`src/rtl/vdp_cpu_port_if.sv`:
```
// CPU-side bus of the VDP: CPU strobes and read data plus the VRAM, CRAM and
// register-file ports. The master drives strobes and memory read data.
interface vdp_cpu_port_if;
  logic        ctrl_wr;
  logic        ctrl_rd;
  logic        data_wr;
  logic        data_rd;
  logic [7:0]  cpu_di;
  logic [7:0]  cpu_do;
  logic [7:0]  status_in;
  logic        status_ack;
  logic        busy;
  logic [13:0] vram_a;
  logic        vram_re;
  logic [7:0]  vram_q;
  logic        vram_we;
  logic [7:0]  vram_d;
  logic [5:0]  cram_a;
  logic        cram_we;
  logic [7:0]  cram_d;
  logic        reg_we;
  logic [3:0]  reg_a;
  logic [7:0]  reg_d;

  modport master (
    output ctrl_wr, ctrl_rd, data_wr, data_rd, cpu_di, status_in, vram_q,
    input  cpu_do, status_ack, busy, vram_a, vram_re, vram_we, vram_d,
           cram_a, cram_we, cram_d, reg_we, reg_a, reg_d
  );

  modport slave (
    input  ctrl_wr, ctrl_rd, data_wr, data_rd, cpu_di, status_in, vram_q,
    output cpu_do, status_ack, busy, vram_a, vram_re, vram_we, vram_d,
           cram_a, cram_we, cram_d, reg_we, reg_a, reg_d
  );
endinterface

```
`src/rtl/vdp_cpu_port.sv`:
```
// VDP CPU port: two-byte control writes set address/code, data port accesses
// go to VRAM or CRAM, and data reads are served from a one-byte prefetch buffer.
module vdp_cpu_port (
  input  logic          clk,
  input  logic          rst_n,
  vdp_cpu_port_if.slave bus
);
  typedef enum logic [1:0] {IDLE, RD_ADDR, RD_DATA} state_t;

  state_t      state_reg, state_next;
  logic [13:0] addr_reg;
  logic [1:0]  code_reg;
  logic        flag_reg;
  logic [7:0]  read_buf_reg;
  logic [7:0]  cpu_do_reg;
  logic        status_ack_reg;
  logic [13:0] vram_a_reg;
  logic        vram_we_reg;
  logic [7:0]  vram_d_reg;
  logic [5:0]  cram_a_reg;
  logic        cram_we_reg;
  logic [7:0]  cram_d_reg;
  logic        reg_we_reg;
  logic [3:0]  reg_a_reg;
  logic [7:0]  reg_d_reg;

  logic        idle;
  logic        start_read;
  logic [13:0] addr_inc;
  logic [13:0] read_addr;

  assign idle     = (state_reg == IDLE);
  assign addr_inc = addr_reg + 14'd1;
  // A prefetch starts either from a second control byte with code 0 or from a data read.
  assign start_read = idle && ((bus.ctrl_wr && flag_reg && (bus.cpu_di[7:6] == 2'd0))
                               || bus.data_rd);
  assign read_addr  = bus.ctrl_wr ? {bus.cpu_di[5:0], addr_reg[7:0]} : addr_reg;

  always_ff @(posedge clk or negedge rst_n) begin
    if (!rst_n) state_reg <= IDLE;
    else        state_reg <= state_next;
  end

  always_comb begin
    state_next = state_reg;
    case (state_reg)
      IDLE:    if (start_read) state_next = RD_ADDR;
      RD_ADDR: state_next = RD_DATA;
      RD_DATA: state_next = IDLE;
      default: state_next = IDLE;
    endcase
  end

  always_ff @(posedge clk or negedge rst_n) begin
    if (!rst_n) begin
      addr_reg       <= '0;
      code_reg       <= '0;
      flag_reg       <= 1'b0;
      read_buf_reg   <= '0;
      cpu_do_reg     <= '0;
      status_ack_reg <= 1'b0;
      vram_a_reg     <= '0;
      vram_we_reg    <= 1'b0;
      vram_d_reg     <= '0;
      cram_a_reg     <= '0;
      cram_we_reg    <= 1'b0;
      cram_d_reg     <= '0;
      reg_we_reg     <= 1'b0;
      reg_a_reg      <= '0;
      reg_d_reg      <= '0;
    end else begin
      vram_we_reg    <= 1'b0;
      cram_we_reg    <= 1'b0;
      reg_we_reg     <= 1'b0;
      status_ack_reg <= 1'b0;
      if (state_reg == RD_DATA) begin
        read_buf_reg <= bus.vram_q;
        addr_reg     <= addr_inc;
      end else if (idle) begin
        if (bus.ctrl_wr) begin
          if (!flag_reg) begin
            addr_reg[7:0] <= bus.cpu_di;
            flag_reg      <= 1'b1;
          end else begin
            addr_reg[13:8] <= bus.cpu_di[5:0];
            code_reg       <= bus.cpu_di[7:6];
            flag_reg       <= 1'b0;
            // Register writes reuse the first control byte as the data value.
            if (bus.cpu_di[7:6] == 2'd2) begin
              reg_we_reg <= 1'b1;
              reg_a_reg  <= bus.cpu_di[3:0];
              reg_d_reg  <= addr_reg[7:0];
            end
          end
        end else if (bus.data_wr) begin
          flag_reg     <= 1'b0;
          read_buf_reg <= bus.cpu_di;
          addr_reg     <= addr_inc;
          if (code_reg == 2'd3) begin
            cram_we_reg <= 1'b1;
            cram_a_reg  <= addr_reg[5:0];
            cram_d_reg  <= bus.cpu_di;
          end else begin
            vram_we_reg <= 1'b1;
            vram_a_reg  <= addr_reg;
            vram_d_reg  <= bus.cpu_di;
          end
        end else if (bus.data_rd) begin
          flag_reg   <= 1'b0;
          cpu_do_reg <= read_buf_reg;
        end else if (bus.ctrl_rd) begin
          flag_reg       <= 1'b0;
          cpu_do_reg     <= bus.status_in;
          status_ack_reg <= 1'b1;
        end
        if (start_read) vram_a_reg <= read_addr;
      end
    end
  end

  assign bus.busy       = !idle;
  assign bus.vram_re    = (state_reg == RD_ADDR);
  assign bus.cpu_do     = cpu_do_reg;
  assign bus.status_ack = status_ack_reg;
  assign bus.vram_a     = vram_a_reg;
  assign bus.vram_we    = vram_we_reg;
  assign bus.vram_d     = vram_d_reg;
  assign bus.cram_a     = cram_a_reg;
  assign bus.cram_we    = cram_we_reg;
  assign bus.cram_d     = cram_d_reg;
  assign bus.reg_we     = reg_we_reg;
  assign bus.reg_a      = reg_a_reg;
  assign bus.reg_d      = reg_d_reg;
endmodule

```
`src/flat_wrapper.sv`:
```
// flat-port wrapper written by rule: the top's interface ports become plain ports
module vdp_cpu_port_flat 
  (clk, rst_n, bus_ctrl_wr, bus_ctrl_rd, bus_data_wr, bus_data_rd, bus_cpu_di, bus_status_in, bus_vram_q, bus_cpu_do, bus_status_ack, bus_busy, bus_vram_a, bus_vram_re, bus_vram_we, bus_vram_d, bus_cram_a, bus_cram_we, bus_cram_d, bus_reg_we, bus_reg_a, bus_reg_d);
  vdp_cpu_port_if bus_i ();
  input  logic clk;
  input  logic rst_n;
  input wire logic [$bits(bus_i.ctrl_wr)-1:0] bus_ctrl_wr;
  input wire logic [$bits(bus_i.ctrl_rd)-1:0] bus_ctrl_rd;
  input wire logic [$bits(bus_i.data_wr)-1:0] bus_data_wr;
  input wire logic [$bits(bus_i.data_rd)-1:0] bus_data_rd;
  input wire logic [$bits(bus_i.cpu_di)-1:0] bus_cpu_di;
  input wire logic [$bits(bus_i.status_in)-1:0] bus_status_in;
  input wire logic [$bits(bus_i.vram_q)-1:0] bus_vram_q;
  output wire logic [$bits(bus_i.cpu_do)-1:0] bus_cpu_do;
  output wire logic [$bits(bus_i.status_ack)-1:0] bus_status_ack;
  output wire logic [$bits(bus_i.busy)-1:0] bus_busy;
  output wire logic [$bits(bus_i.vram_a)-1:0] bus_vram_a;
  output wire logic [$bits(bus_i.vram_re)-1:0] bus_vram_re;
  output wire logic [$bits(bus_i.vram_we)-1:0] bus_vram_we;
  output wire logic [$bits(bus_i.vram_d)-1:0] bus_vram_d;
  output wire logic [$bits(bus_i.cram_a)-1:0] bus_cram_a;
  output wire logic [$bits(bus_i.cram_we)-1:0] bus_cram_we;
  output wire logic [$bits(bus_i.cram_d)-1:0] bus_cram_d;
  output wire logic [$bits(bus_i.reg_we)-1:0] bus_reg_we;
  output wire logic [$bits(bus_i.reg_a)-1:0] bus_reg_a;
  output wire logic [$bits(bus_i.reg_d)-1:0] bus_reg_d;
  assign bus_i.ctrl_wr = bus_ctrl_wr;
  assign bus_i.ctrl_rd = bus_ctrl_rd;
  assign bus_i.data_wr = bus_data_wr;
  assign bus_i.data_rd = bus_data_rd;
  assign bus_i.cpu_di = bus_cpu_di;
  assign bus_i.status_in = bus_status_in;
  assign bus_i.vram_q = bus_vram_q;
  assign bus_cpu_do = bus_i.cpu_do;
  assign bus_status_ack = bus_i.status_ack;
  assign bus_busy = bus_i.busy;
  assign bus_vram_a = bus_i.vram_a;
  assign bus_vram_re = bus_i.vram_re;
  assign bus_vram_we = bus_i.vram_we;
  assign bus_vram_d = bus_i.vram_d;
  assign bus_cram_a = bus_i.cram_a;
  assign bus_cram_we = bus_i.cram_we;
  assign bus_cram_d = bus_i.cram_d;
  assign bus_reg_we = bus_i.reg_we;
  assign bus_reg_a = bus_i.reg_a;
  assign bus_reg_d = bus_i.reg_d;
  vdp_cpu_port u_core (.clk(clk), .rst_n(rst_n), .bus(bus_i));
endmodule
```
`config.mk`:
```
export PLATFORM = sky130hd
export DESIGN_NAME = vdp_cpu_port_flat
export DESIGN_NICKNAME = d
export VERILOG_FILES = /design/src/rtl/vdp_cpu_port_if.sv /design/src/rtl/vdp_cpu_port.sv /design/src/flat_wrapper.sv
export SDC_FILE = /design/constraint.sdc
export NUM_CORES = 1
export LEC_CHECK = 0
export ABC_AREA = 1
export CELL_PAD_IN_SITES_DETAIL_PLACEMENT = 1
export CELL_PAD_IN_SITES_GLOBAL_PLACEMENT = 2
export CORE_MARGIN = 5
export CORE_UTILIZATION = 25
export DETAILED_ROUTE_END_ITERATION = 10
export PLACE_DENSITY_LB_ADDON = 0.1
export SETUP_SLACK_MARGIN = 0.15
export SYNTH_ARGS = -nofsm -noshare
export SYNTH_HDL_FRONTEND = slang
export SYNTH_SLANG_ARGS = --single-unit
```
`constraint.sdc`:
```
create_clock -name clk -period 1.4 [get_ports clk]
set_clock_uncertainty 0.1 [all_clocks]
set_input_delay 0.21 -clock clk [delete_from_list [all_inputs] [get_ports clk]]
set_output_delay 0.21 -clock clk [all_outputs]
set_load 0.01 [all_outputs]
```
-- Yosys cells after proc, flatten, opt, wreduce, memory -nomap -nowiden
Index checks and enable logic that the tools add are counted.
W data, S select, Z words.
- flip-flop bits (word level): 87
- bits of input ports: 30
- reductions and logical operators: 23
- multiplexer cells: 45
- add/sub/neg operators: 1
- bitwise gates (word level): 4
- equal/unequal tests: 10
- operators with widths (cell ; number):
    $mux W14 ; 9
    $mux W8 ; 7
    $mux W1 ; 26
    $reduce_and A5 Y1 ; 5
    $add A14 B1 Y14 const B ; 1
    $reduce_and A3 Y1 ; 4
    $reduce_bool A2 Y1 ; 4
    $eq A2 B2 Y1 const B ; 3
    $mux W6 ; 1
    $ne A2 B1 Y1 const B ; 3
    $logic_not A2 Y1 ; 2
    $not A1 Y1 ; 4
    $pmux W2 S2 ; 1
    $reduce_and A4 Y1 ; 1
    $reduce_bool A4 Y1 ; 1
    $logic_and A1 B1 Y1 ; 3
    $ne A3 B1 Y1 const B ; 1
    $ne A3 B3 Y1 const B ; 1
    $reduce_bool A3 Y1 ; 1
    $eq A2 B1 Y1 const B ; 1
    $mux W2 ; 1
    $ne A2 B2 Y1 const B ; 1
    $logic_not A1 Y1 ; 1
    $logic_or A1 B1 Y1 ; 1

-- Depth between registers and ports, before layout
- word-level depth: 6
- depth in mapped cells: 9
- depth with buffers taken out: 8

-- Worst setup path after synthesis
No wires, ideal clock.
- path type: reg-to-reg
- start point: register u_core.state_reg[1]
- end point: register u_core.cpu_do_reg[5], in the netlist u_core.bus.cpu_do[5]
- arrival time: 1270 ps
- clock period less this slack: 1489 ps
- library setup time: 119 ps
- stages on the path, launching flop included: 7
- data required time: 1181 ps
- setup slack: -89 ps
- cells stage by stage: dfrtp_1 -> nor2_4 -> inv_2 -> nor3_4 -> buf_4 -> nand2_1 -> o21a_1
- word-level cells in the longest chain between the ends: 3
- elaborated cells on any way between the ends: 4
- classes of those cells: 1 x eq/ne; 1 x bitwise; 2 x reduce/logical
- ends and longest elaborated chain (item ; RTL line ; RTL):
    from (decl) ; vdp_cpu_port.sv:10 ; state_t state_reg, state_next;
    from (signal assigned) ; vdp_cpu_port.sv:41 ; else state_reg <= state_next;
    $eq A2 B2 Y1 ; vdp_cpu_port.sv:76 ; if (state_reg == RD_DATA) begin
    $not A1 Y1 (no source line) ; - ;
    $reduce_and A5 Y1 (no source line) (*) ; - ;
    to (signal assigned) ; vdp_cpu_port.sv:110 ; cpu_do_reg <= read_buf_reg;
    to (signal assigned) ; vdp_cpu_port.sv:113 ; cpu_do_reg <= bus.status_in;
    to (decl) ; vdp_cpu_port.sv:15 ; logic [7:0] cpu_do_reg;
Every way passes the cells marked *; elsewhere a longest branch is shown, timed or not.
A chain may end at the register's enable or synchronous reset.

-- Final worst setup path
- start point: register u_core.state_reg[0]
- end point: register u_core.addr_reg[4]
- word-level cells in the longest chain between the ends: 3
- elaborated cells on any way between the ends: 7
- classes of those cells: 2 x eq/ne; 1 x mux; 4 x reduce/logical
- ends and longest elaborated chain (item ; RTL line ; RTL):
    $eq A2 B2 Y1 or $logic_not A2 Y1 (tied branches) ; vdp_cpu_port.sv:76, vdp_cpu_port.sv:32 ;
    $ne A3 B3 Y1 (no source line) (tied with other cells) ; - ;
    $reduce_and A3 Y1 (no source line) ; - ;
    to (signal assigned) ; vdp_cpu_port.sv:78 ; addr_reg <= addr_inc;
    to (signal assigned) ; vdp_cpu_port.sv:82 ; addr_reg[7:0] <= bus.cpu_di;
    to (signal assigned) ; vdp_cpu_port.sv:98 ; addr_reg <= addr_inc;
    to (decl) ; vdp_cpu_port.sv:11 ; logic [13:0] addr_reg;
Parallel ways exist; a longest one is shown, timed or not.

==> impl_metrics.env <==
export IMPL_grt_pass1_vias=4271
export IMPL_worstSetupEndpoint="u_core.addr_reg[4]"
export IMPL_fin_setup_tns_ns=-8.037
export IMPL_drive_gt1_share_pct=44.66
export IMPL_pwr_share_comb_pct=49.1
export IMPL_fp_row_count=46
export IMPL_synthCells=477
export IMPL_core_mm2=0.01594
export IMPL_syn_nets=508
export IMPL_min_period_ns=1.569
export IMPL_rsz0062_at_grt="true"
export IMPL_drt_total_wl_um=15200
export IMPL_fill_cells=1907
export IMPL_pwr_share_clk_pct=17.3
export IMPL_diodes=0
export IMPL_cts_sinks=87
export IMPL_synthAdderAreaFrac_pct=0.3062
export IMPL_yosys_area_top_type_share_pct=53.28
export IMPL_via_count=3975
export IMPL_synth_compound_area_share_pct=16.78
export IMPL_synth_commonest_cells="nand2_1 (132), dfrtp_1 (87), inv_1 (40), o21ai_1 (40)"
export IMPL_critPathRequiredTime_ns=1.57
export IMPL_io_buffers=91
export IMPL_synth_most_common_cell="nand2_1"
export IMPL_switching_share_pct=41.08
export IMPL_ys_ff_latch=87
export IMPL_die_y_um=137.9
export IMPL_grt_pass1_wl_um=23590
export IMPL_internal_power_mw=7.936
export IMPL_cellPowerDensity_mw_per_mm2=2037
export IMPL_synth_top_family_by_area="simple AND/OR/NAND/NOR gates"
export IMPL_muxShareOfSynthArea_pct=0.2756
export IMPL_yosys_area_share_xor_xnor_pct=0.2143
export IMPL_synth_top_cell_by_area="dfrtp_1"
export IMPL_synth_edf_count=0
export IMPL_clk_path_buf_depth=2
export IMPL_area_delta_synth_final_pct=61.79
export IMPL_r2r_slack_ns=-0.17
export IMPL_grt_ovfl_total=0
export IMPL_ys_warn_count=0
export IMPL_antenna_found_initial=0
export IMPL_power_frac_seq_pct=33.6
export IMPL_cp_startpoint="u_core.state_reg[0]"
export IMPL_whs_ns=0.1591
export IMPL_setup_viol=77
export IMPL_drc=0
export IMPL_synth_area_leaders="dfrtp_1 (53%), nand2_1 (12%), o21ai_1 (4.9%)"
export IMPL_die_area_mm2=0.01900
export IMPL_dr_pass1_iters=4
export IMPL_antenna_left=0
export IMPL_fin_ws_ns=-0.1687
export IMPL_finish_utilization_pct=41.47
export IMPL_ys_async_sr_fraction_pct=100.0
export IMPL_cts_buffers=9
export IMPL_synth_simple_area_share_pct=21.52
export IMPL_clkSlewWorstSetupHoldPaths_ns=0.06
export IMPL_synth_seq_area_share_pct=53.28
export IMPL_cap_violations=0
export IMPL_maxClockFrequency_mhz=637.5
export IMPL_r2r_end="u_core.addr_reg[4]"
export IMPL_vias_per_cell=4.512
export IMPL_vdd_ir_drop_max_uv=743.4
export IMPL_relSlewSlack_pct=73.69
export IMPL_hpwl_um=10440
export IMPL_p_sw_mw=5.532
export IMPL_critPathKind="flip-flop to flip-flop"
export IMPL_synthFlopType="dfrtp_1"
export IMPL_outcome="complete, but fails checks"
export IMPL_avgSynthCellArea_um2=8.567
export IMPL_worst_r2r_cell_count=9
export IMPL_htree_levels=3
export IMPL_place_area_mm2=0.005668
export IMPL_drtIter0Drc=105
export IMPL_syn_area_mm2=0.004086
export IMPL_initial_core_util_pct=25.63
export IMPL_power_total_mw=13.47
export IMPL_grt_max_degree=42
export IMPL_fin_nets=691
export IMPL_place_congestion=0.7683
export IMPL_r2r_start="u_core.state_reg[0]"
export IMPL_holdCritPathClass="input pin to flip-flop"
export IMPL_cts_root_buf="clkbuf_16"
export IMPL_p_leak_nw=3.147
export IMPL_violations="setup timing"
export IMPL_finalMaxSlewViolations=0
export IMPL_die_x_um=137.9
export IMPL_tightest_slew_ns=0.3931
export IMPL_start_kind="flip-flop"
export IMPL_wire_per_inst_um=17.25
export IMPL_design_area_mm2=0.006611
export IMPL_cts_tree="yes"
export IMPL_synth_cell_types=36
export IMPL_cp_end_kind="flip-flop"
export IMPL_io_pins=92
export IMPL_clk_latency_ns=0.35
export IMPL_grt_usage_pct=16.27
export IMPL_worstPathMaxFanout=10
export IMPL_finalCritPeriodShare_pct=112.1
export IMPL_worstPathArrival_ns=1.74
export IMPL_hold_violations=0
## layer usage
metal | track usage, % | part of all wire [%]
met5 | 0 | 0
met4 | 3.458 | 1.5
met3 | 3.882 | 4.1
met2 | 27.36 | 50
met1 | 21.38 | 44
## per-stage QoR
stage          worst slack, ns  instances
3_3_place_gp           -0.5795        828
4_1_cts                -0.1534        873
5_1_grt                -0.2309        881
3_5_place_dp           -0.6329        828
2_1_floorplan         -0.04310        477
6_report               -0.1687        881
## worst min-delay path by stage
stage,start,endpoint,slack [ns],cells after the start
2_1_floorplan,rst_n,u_core.addr_reg[0],-0.19,0
3_3_place_gp,rst_n,u_core.bus.cpu_do[4],0.02,1
3_5_place_dp,rst_n,u_core.bus.cpu_do[4],0.02,1
4_1_cts,rst_n,u_core.bus.cpu_do[4],0.18,2
5_1_grt,bus_data_rd,u_core.bus.status_ack,0.20,4
6_report,bus_data_rd,u_core.bus.status_ack,0.16,4
## cells in the final DEF (no fill, tap or decap), drive strengths merged
master         count
nand4              4
a21oi             20
nor3               3
xor2               1
o21ai             77
clkdlybuf4s50     25
dlygate4sd3        1
a31oi              2
clkinv             3
o211ai             9
clkinvlp           3
ha                 1
a31o               1
o22ai              1
mux2               1
dlygate4sd2        2
nand2            137
nand3b             1
nand3             22
dfrtp             87
o21a               8
inv               49
or2                2
buf              156
dlymetal6s2s       1
nor2              36
clkbuf            12
## power groups by stage
stage,Sequential (mW),Combinational [mW],Clock (mW)
after floorplan,4.67,2.42,0
after global placement,4.47,5.58,0
after detailed placement,4.50,5.73,0
after CTS,4.41,5.86,2.42
after global routing,4.70,7.28,2.53
final,4.52,6.61,2.33
## final cells by class
type / instances / area, um2 / area share [%]
clock buffer: 11 / 242.7 / 3.671
clock inverter: 5 / 41.29 / 0.6245
inverter: 46 / 222.7 / 3.369
multi-input combinational: 326 / 2068 / 31.28
sequential: 87 / 2180 / 32.97
tap: 216 / 270.3 / 4.088
timing repair buffer: 186 / 1545 / 23.37
timing repair inverter: 4 / 41.29 / 0.6245
## cells by family (layout without fill, tap and decap cells)
group,count (synthesis),count (layout)
adders and majority gates,1,1
and+or+nand+nor,204,205
DFF,87,87
xor gates and xnor gates,1,1
buffers and inverters,65,252
muxes,1,1
AOI/OAI and AO/OA,118,118
## critical path: stages, from the launching register on
cell	delay (ns)
dfrtp_1	0.43
buf_6	0.16
inv_8	0.07
nand2_8	0.08
nand2_8	0.12
inv_8	0.06
a21oi_4	0.16
buf_12	0.14
o21ai_2	0.06
a21oi_2	0.12
## repair_timing
item | in CTS | in global routing
pin swaps | 18 | 24
setup buffers | 22 | 5
hold buffers | 1 | 0
setup endpoints to repair | 146 | 87
gates resized for setup | 322 | 115
gates cloned | 6 | 3
hold endpoints to repair | 78 | 0
Power figures use the tool's default switching activity.
